==> src/rtl/btn_conditioner.sv <==
// btn_conditioner
//
// Two-channel push-button conditioner that drives the increment/decrement command inputs of the
// PWM duty-cycle block. Each raw button is synchronised, debounced and turned into single-cycle
// command pulses, so the PWM stage sees one clean pulse per intentional press.
//
// Build option:
//   AUTO_REPEAT_EN  when defined, a held button emits further pulses: the first one REPEAT_DELAY
//                   cycles after the initial pulse, then one every REPEAT_PERIOD cycles. When
//                   undefined, exactly one pulse is emitted per debounced press and the repeat
//                   parameters only contribute to the counter width.
//
// Parameters (all minimum 2):
//   DEBOUNCE_CYCLES  consecutive cycles the synchronised input must differ from the debounced
//                    level before the level flips
//   REPEAT_DELAY     cycles from a pulse to the first auto-repeat pulse
//   REPEAT_PERIOD    cycles between subsequent auto-repeat pulses
//
// Ports:
//   clk_i          system clock, all logic on the rising edge
//   rst_s_ni       synchronous, active-low reset
//   btn_inc_raw_i  raw increment button (asynchronous, active-high)
//   btn_dec_raw_i  raw decrement button (asynchronous, active-high)
//   inc_pulse_o    one-cycle increment command
//   dec_pulse_o    one-cycle decrement command
//   inc_level_o    debounced increment button level
//   dec_level_o    debounced decrement button level
//
// Press latency with N = DEBOUNCE_CYCLES and edge 1 the first edge sampling the raw press:
// level rises at edge N+2, pulse is high for the cycle after edge N+3.
//
// Conflict handling: while both debounced levels are high no pulses are issued and both repeat
// counts are held at zero. A channel whose level rises while the other is already high (or both
// rising together) moves to the held state silently, so releasing one button never produces a
// fresh initial pulse on the other.

module btn_conditioner #(
  parameter int unsigned DEBOUNCE_CYCLES = 500000,
  parameter int unsigned REPEAT_DELAY    = 25000000,
  parameter int unsigned REPEAT_PERIOD   = 5000000
) (
  input  logic clk_i,
  input  logic rst_s_ni,
  input  logic btn_inc_raw_i,
  input  logic btn_dec_raw_i,
  output logic inc_pulse_o,
  output logic dec_pulse_o,
  output logic inc_level_o,
  output logic dec_level_o
);

  // One counter width shared by the debounce and repeat counters.
  localparam int unsigned MaxRep   = (REPEAT_DELAY > REPEAT_PERIOD) ? REPEAT_DELAY
                                                                    : REPEAT_PERIOD;
  localparam int unsigned MaxParam = (DEBOUNCE_CYCLES > MaxRep) ? DEBOUNCE_CYCLES : MaxRep;
  localparam int unsigned CntW     = $clog2(MaxParam) + 1;

  localparam logic [CntW-1:0] DebLast = CntW'(DEBOUNCE_CYCLES - 1);

  // Channel indices into the per-channel vectors.
  localparam int unsigned ChInc = 0;
  localparam int unsigned ChDec = 1;

  // Per-channel FSM encoding.
  localparam logic [1:0] StIdle   = 2'd0;
  localparam logic [1:0] StHeld   = 2'd1;
`ifdef AUTO_REPEAT_EN
  localparam logic [1:0] StRepeat = 2'd2;

  localparam logic [CntW-1:0] DelayLast  = CntW'(REPEAT_DELAY - 1);
  localparam logic [CntW-1:0] PeriodLast = CntW'(REPEAT_PERIOD - 1);
`endif

  logic [1:0]      raw;
  logic [1:0]      sync0_q;
  logic [1:0]      sync1_q;
  logic [1:0]      level_q;
  logic [1:0]      level_d;
  logic [1:0]      pulse_q;
  logic [1:0]      pulse_d;
  logic [CntW-1:0] deb_cnt_q [2];
  logic [CntW-1:0] deb_cnt_d [2];
  logic [1:0]      state_q   [2];
  logic [1:0]      state_d   [2];
`ifdef AUTO_REPEAT_EN
  logic [CntW-1:0] rep_cnt_q [2];
  logic [CntW-1:0] rep_cnt_d [2];
`endif
  logic            both_held;

  assign raw       = {btn_dec_raw_i, btn_inc_raw_i};
  assign both_held = &level_q;

  // ---------------------------------------------------------------------------------------------
  // Debounce: the counter measures how long the synchronised input has disagreed with the
  // debounced level; any agreement restarts the measurement.
  // ---------------------------------------------------------------------------------------------
  always_comb begin
    level_d = level_q;
    for (int ch = 0; ch < 2; ch++) begin
      deb_cnt_d[ch] = '0;
      if (sync1_q[ch] != level_q[ch]) begin
        if (deb_cnt_q[ch] == DebLast) begin
          level_d[ch] = sync1_q[ch];
        end else begin
          deb_cnt_d[ch] = deb_cnt_q[ch] + CntW'(1);
        end
      end
    end
  end

  // ---------------------------------------------------------------------------------------------
  // Per-channel press FSM. Priority: released level, then conflict, then normal sequencing.
  // ---------------------------------------------------------------------------------------------
  always_comb begin
    state_d = state_q;
    pulse_d = '0;
`ifdef AUTO_REPEAT_EN
    rep_cnt_d = rep_cnt_q;
`endif
    for (int ch = 0; ch < 2; ch++) begin
      if (!level_q[ch]) begin
        state_d[ch] = StIdle;
`ifdef AUTO_REPEAT_EN
        rep_cnt_d[ch] = '0;
`endif
      end else if (both_held) begin
        // Park in HELD with a zero count: a rising level during conflict is absorbed silently,
        // and whichever channel stays held resumes from a clean repeat delay.
        state_d[ch] = StHeld;
`ifdef AUTO_REPEAT_EN
        rep_cnt_d[ch] = '0;
`endif
      end else begin
        case (state_q[ch])
          StIdle: begin
            state_d[ch] = StHeld;
            pulse_d[ch] = 1'b1;
`ifdef AUTO_REPEAT_EN
            rep_cnt_d[ch] = '0;
`endif
          end
`ifdef AUTO_REPEAT_EN
          StHeld: begin
            if (rep_cnt_q[ch] == DelayLast) begin
              state_d[ch]   = StRepeat;
              pulse_d[ch]   = 1'b1;
              rep_cnt_d[ch] = '0;
            end else begin
              rep_cnt_d[ch] = rep_cnt_q[ch] + CntW'(1);
            end
          end
          StRepeat: begin
            if (rep_cnt_q[ch] == PeriodLast) begin
              pulse_d[ch]   = 1'b1;
              rep_cnt_d[ch] = '0;
            end else begin
              rep_cnt_d[ch] = rep_cnt_q[ch] + CntW'(1);
            end
          end
`else
          StHeld: begin
            // One pulse per press; only a release leaves this state.
            state_d[ch] = StHeld;
          end
`endif
          default: begin
            state_d[ch] = StIdle;
          end
        endcase
      end
    end
  end

  // ---------------------------------------------------------------------------------------------
  // State registers
  // ---------------------------------------------------------------------------------------------
  always_ff @(posedge clk_i) begin
    if (!rst_s_ni) begin
      sync0_q   <= '0;
      sync1_q   <= '0;
      level_q   <= '0;
      pulse_q   <= '0;
      deb_cnt_q <= '{default: '0};
      state_q   <= '{default: StIdle};
    end else begin
      sync0_q   <= raw;
      sync1_q   <= sync0_q;
      level_q   <= level_d;
      pulse_q   <= pulse_d;
      deb_cnt_q <= deb_cnt_d;
      state_q   <= state_d;
    end
  end

`ifdef AUTO_REPEAT_EN
  always_ff @(posedge clk_i) begin
    if (!rst_s_ni) begin
      rep_cnt_q <= '{default: '0};
    end else begin
      rep_cnt_q <= rep_cnt_d;
    end
  end
`endif

  assign inc_pulse_o = pulse_q[ChInc];
  assign dec_pulse_o = pulse_q[ChDec];
  assign inc_level_o = level_q[ChInc];
  assign dec_level_o = level_q[ChDec];

`ifndef SYNTHESIS
  // The PWM stage relies on mutually exclusive, single-cycle commands.
  a_pulse_excl: assert property (@(posedge clk_i) disable iff (!rst_s_ni)
                                 !(inc_pulse_o && dec_pulse_o));
  a_inc_narrow: assert property (@(posedge clk_i) disable iff (!rst_s_ni)
                                 inc_pulse_o |=> !inc_pulse_o);
  a_dec_narrow: assert property (@(posedge clk_i) disable iff (!rst_s_ni)
                                 dec_pulse_o |=> !dec_pulse_o);
`endif

endmodule

==> config.mk <==
export PLATFORM = sky130hd
export DESIGN_NAME = btn_conditioner
export DESIGN_NICKNAME = d
export VERILOG_FILES = /design/src/rtl/btn_conditioner.sv
export SDC_FILE = /design/constraint.sdc
export NUM_CORES = 1
export LEC_CHECK = 0
export ABC_CLOCK_PERIOD_IN_PS = 2200
export BUFFER_PORTS_ARGS = -buffer_cell sky130_fd_sc_hd__buf_2
export CORE_MARGIN = 2
export CORE_UTILIZATION = 55
export CTS_BUF_LIST = sky130_fd_sc_hd__clkbuf_8
export CTS_CLUSTER_SIZE = 24
export DETAILED_ROUTE_END_ITERATION = 10
export GPL_TIMING_DRIVEN = 1
export PLACE_DENSITY = 0.76
export SLEW_MARGIN = 40
export SYNTH_ARGS = -nofsm -noshare
export SYNTH_HDL_FRONTEND = slang
export SYNTH_SLANG_ARGS = --single-unit
==> constraint.sdc <==
create_clock -name clk_i -period 2.2 [get_ports clk_i]
set_input_delay 0.33 -clock clk_i [delete_from_list [all_inputs] [get_ports clk_i]]
set_output_delay 0.33 -clock clk_i [all_outputs]
set_load 0.005 [all_outputs]
# Yosys cells after proc, flatten, opt, wreduce, memory -nomap -nowiden
# Cells that the tools add are included.
# W data, S select, Z words.
word_totals:
  reg_bits: 64
  latchBits: 0
  ramBits: 0
  mem_bits_ro: 0
  in_bits: 4
  out_inout_bits: 4
  elab_cells: 44
  mem_count: 0
op_classes:
  add_sub_neg: 2
  multipliers: 0
  div: 0
  order_cmp: 0
  n_eq_ne: 6
  shifts: 0
  n_mux: 6
  bitwise: 5
  n_reduce_logical: 13
op_table:
  columns: ["cell", "n"]
  rows:
  - ["$add A26 B1 Y26 const B", 2]
  - ["$eq A26 B19 Y1 const B", 2]
  - ["$reduce_or A3 Y1", 4]
  - ["$reduce_and A2 Y1", 5]
  - ["$mux W1", 6]
  - ["$not A1 Y1", 5]
  - ["$eq A2 B1 Y1 const B", 2]
  - ["$logic_not A2 Y1", 2]
  - ["$reduce_or A2 Y1", 2]
  - ["$ne A1 B1 Y1", 2]

# Longest topological paths before layout
logic_depth:
  depth_word: 4
  mapped_depth: 6
  mapped_depth_nobuf: 5

# Worst setup path after synthesis
# Ideal clock, no wire load.
synth_timing:
  kind: "reg-to-reg"
  start: "reg deb_cnt_q[26] (netlist bit)"
  end: "reg deb_cnt_q[50] (netlist bit)"
  setup_ps: 71
  arrival_ps: 2034
  required_time_ps: 2129
  slack_ps: 96
  stages_incl_launch_ff: 7
  n_path_buf: 1
  period_less_slack_ps: 2104
  cell_sequence: "dfxtp_1 > ha_1 > nand4_2 > or4_1 > buf_2 > or4_1 > a21oi_1"
synth_via:
  elab_chain_cells: 2
  elab_cells_between_ends: 3
  cone_classes: "1 x add/sub; 1 x eq/ne; 1 x reduce/logical"
synth_lines:
  columns: ["element", "line_no", "rtl"]
  rows:
  - ["start, declared", "81", "logic [CntW-1:0] deb_cnt_q [2];"]
  - ["start signal, assigned", "191", "deb_cnt_q <= deb_cnt_d;"]
  - ["branches (longest 2 deep; another with $add A26 B1 Y26)", null, null]
# Several ways; the timed one is not identified.
# A chain may end at the register's enable or synchronous reset.

# Worst setup path in the final report
# Ends and elaborated chain as after synthesis.

==> impl_metrics.tcl <==
set metrics [dict create \
    status "completed" \
    power.switching_w 0.000398 \
    clock_path_buffers 2 \
    cts.sinks 62 \
    avgSynthCellArea_um2 8.73 \
    worstMarginPinSlew_ns 0.421 \
    reg2reg_from "deb_cnt_q[26]" \
    antenna_cells 0 \
    synth_xor_area_frac 0.0900 \
    min_path_type "in2reg" \
    maxClockFrequency_ghz 0.488 \
    finalSetupTns_ns 0 \
    layout-drive-gt1-share 0.109 \
    fp.dieW_um 74.4 \
    placed_cells 386 \
    synth_fp_nets 318 \
    critPathCaptureType "register" \
    drtIter0Drc 165 \
    initial_core_util 0.573 \
    gp_congestion 0.830 \
    slew_headroom 0.718 \
    grt_max_degree 27 \
    r2r-end "deb_cnt_q[50]" \
    cts_hold_repair.buffers 0 \
    required_ns 2.47 \
    leakagePower_nw 0.937 \
    worstPathCellList "ha_1, nand4_2, or4_4, or4_1, a21oi_1" \
    cap_violations 0 \
    grt_pass1_vias 2001 \
    dieArea_um2 5530 \
    use_met2 0.304 \
    h-tree-depth 3 \
    antenna_left 0 \
    wirelength_um 5330 \
    cts_buffers 9 \
    p_comb_frac 0.012 \
    synth_adder_area_share 0.00919 \
    swShare 0.209 \
    utilization 0.637 \
    vias_per_cell 5.75 \
    drc 0 \
    die_y_um 74.4 \
    synthToLayoutAreaGrowth_pct 11.2 \
    power.internal_w 0.00150 \
    vias 2284 \
    grt.met1_usage 0.285 \
    dr.pass1.iters 6 \
    holdPathEnd "sync0_q[1]" \
    boundaryPins 8 \
    synth_cell_type_count 28 \
    hold_start "btn_dec_raw_i" \
    wl_per_cell_um 13.4 \
    seq_area_frac_synth 0.456 \
    reg2reg_setup_slack_ns 0.15 \
    core_area_um2 4750 \
    p_clk_frac 0.394 \
    nets 336 \
    setup_viol 0 \
    crit_path_max_incr_delay_ns 0.61 \
    antenna_found_initial 0 \
    synth_top_family_by_area "simple AND/OR/NAND/NOR gates" \
    final_max_slew_viol_count 0 \
    ys_warn_count 0 \
    rr_worst_depth 5 \
    grt_first_pass_wirelength_um 8960 \
    synth_compound_area_frac 0.106 \
    seq_power_share 0.594 \
    peakVddDrop_v 0.000364 \
    synthSimpleGateAreaFrac 0.310 \
    dpl_cell_area_um2 2890 \
    synthMuxAreaShare 0 \
    critPathKind "reg2reg" \
    arrival_ns 2.32 \
    postLayoutCellArea_um2 3030 \
    hold_violations 0 \
    port_buffers 7 \
    synth-seq-cells 62 \
    fin_cells 397 \
    crit_family "simple AND/OR/NAND/NOR gates" \
    hpwl_um 3620 \
    final_cell_mix "dfxtp_1 (62), nor2_1 (32), a21oi_1 (24)" \
    fin_skew_ns 0.00565 \
    netlist_area_um2 2720 \
    num_rows 25 \
    power.density_nw_per_um2 628 \
    path_buf_inv 0 \
    grt.busiest_layer "met2" \
    grt_use_total 0.214 \
    holdPathStages 2 \
    overflow 0 \
    period_minus_slack_ns 2.05 \
    post-route-period-util 0.932 \
    cp_max_fo 10 \
    rsz0062_at_grt "no" \
    clockRootBuffer "clkbuf_8" \
    insertion_delay_ns 0.34 \
    mostFrequentLayoutCell "dfxtp_1" \
    cts.clk_slew.worst_paths_ns 0.06 \
    grt_util_met3 0.0759 \
    cts_tree "done" \
    synthCells 312 \
    start_kind "register" \
    slowest_stage "or4_4" \
    power_w 0.00190 \
]
[worst max-delay path by stage]
stage / start / end / slack (ns) / cells past startpoint
floorplan: deb_cnt_q[26] / deb_cnt_q[50] / 0.1 / 6
global placement: deb_cnt_q[26] / deb_cnt_q[50] / 0.13 / 5
detailed placement: deb_cnt_q[26] / deb_cnt_q[50] / 0.06 / 5
CTS: deb_cnt_q[26] / deb_cnt_q[50] / 0.05 / 5
global route: deb_cnt_q[34] / deb_cnt_q[47] / 0.04 / 5
finish: deb_cnt_q[26] / deb_cnt_q[50] / 0.15 / 5
[registers in the layout, indices dropped and copies added, names as in the netlist]
signal     count
sync0_q        2
deb_cnt_q     52
level_q        2
sync1_q        2
pulse_q        2
state_q        2
[power by group through the flow]
| stage | Sequential (W) | Clock [W] | Combinational, W |
|---|---|---|---|
| floorplan | 0.00115 | 0 | 0.0000134 |
| global placement | 0.00115 | 0 | 0.0000223 |
| global route | 0.00113 | 0.000821 | 0.0000254 |
| detailed placement | 0.00115 | 0 | 0.0000230 |
| CTS | 0.00113 | 0.000769 | 0.0000232 |
| finish | 0.00113 | 0.000750 | 0.0000228 |
[Yosys cell counts]
library cell / n / area, um^2
nand4_1: 17 / 106
xor2_1: 13 / 114
inv_1: 9 / 33.8
and4_1: 5 / 43.8
and4_2: 1 / 10.0
nor3b_1: 2 / 15.0
dfxtp_1: 62 / 1240
xnor2_1: 15 / 131
nand3_1: 18 / 90.1
clkbuf_1: 8 / 30.0
and3_1: 6 / 37.5
and2_1: 6 / 37.5
or3_1: 10 / 62.6
nor4_1: 12 / 75.1
nor4b_1: 2 / 17.5
buf_2: 3 / 15.0
nand4_2: 2 / 25.0
o21ai_0: 14 / 70.1
ha_1: 2 / 25.0
o31ai_1: 10 / 75.1
or3_2: 4 / 30.0
o211ai_1: 1 / 7.51
o311ai_2: 1 / 16.3
nand2_1: 17 / 63.8
or4_1: 12 / 90.1
a21oi_1: 24 / 120
nor2_1: 32 / 120
nor3_1: 4 / 20.0
[worst reg2reg max path, cell delays in order, from the launching register on]
cell	delay (ns)
dfxtp_1	0.33
ha_1	0.24
nand4_2	0.13
or4_4	0.61
or4_1	0.52
a21oi_1	0.15
[final cells by class]
class	instances	area, um^2
clock inverters	2	7.51
multi-input cells	230	1410
inverters	9	33.8
repair buffers	18	130
flip-flops and latches	62	1240
clock buffers	9	124
fillers	407	1730
well taps	67	83.8
[logic make-up (layout without fill, tap and decap cells)]
kind of cell / after synthesis / in the layout
simple gates: 150 / 150
flops: 62 / 62
compound gates: 50 / 50
xor+xnor: 28 / 28
buf+inv: 20 / 38
fa+ha+maj: 2 / 2
[what timing repair did]
item,4_1_cts,5_1_grt
hold endpoints to repair,0,0
gates resized for setup,0,1
setup endpoints to repair,0,2
setup buffers,0,0
[per-stage QoR]
| stage | setup slack (ns) | hold slack (ns) |
|---|---|---|
| finish | 0.149 | 0.217 |
| floorplan | 0.0959 | 0.372 |
| global route | 0.0427 | 0.224 |
| CTS | 0.0528 | 0.215 |
| global placement | 0.131 | 0.378 |
| detailed placement | 0.0643 | 0.386 |
[metal layers]
metal	wire (um)	up-vias	share of wire
met1	2710	1074	0.51
met3	197	10	0.037
met4	101	0	0.019
li1	-	1172	-
met2	2330	28	0.44
met5	0	-	0
(Power assumes the default switching activity.)
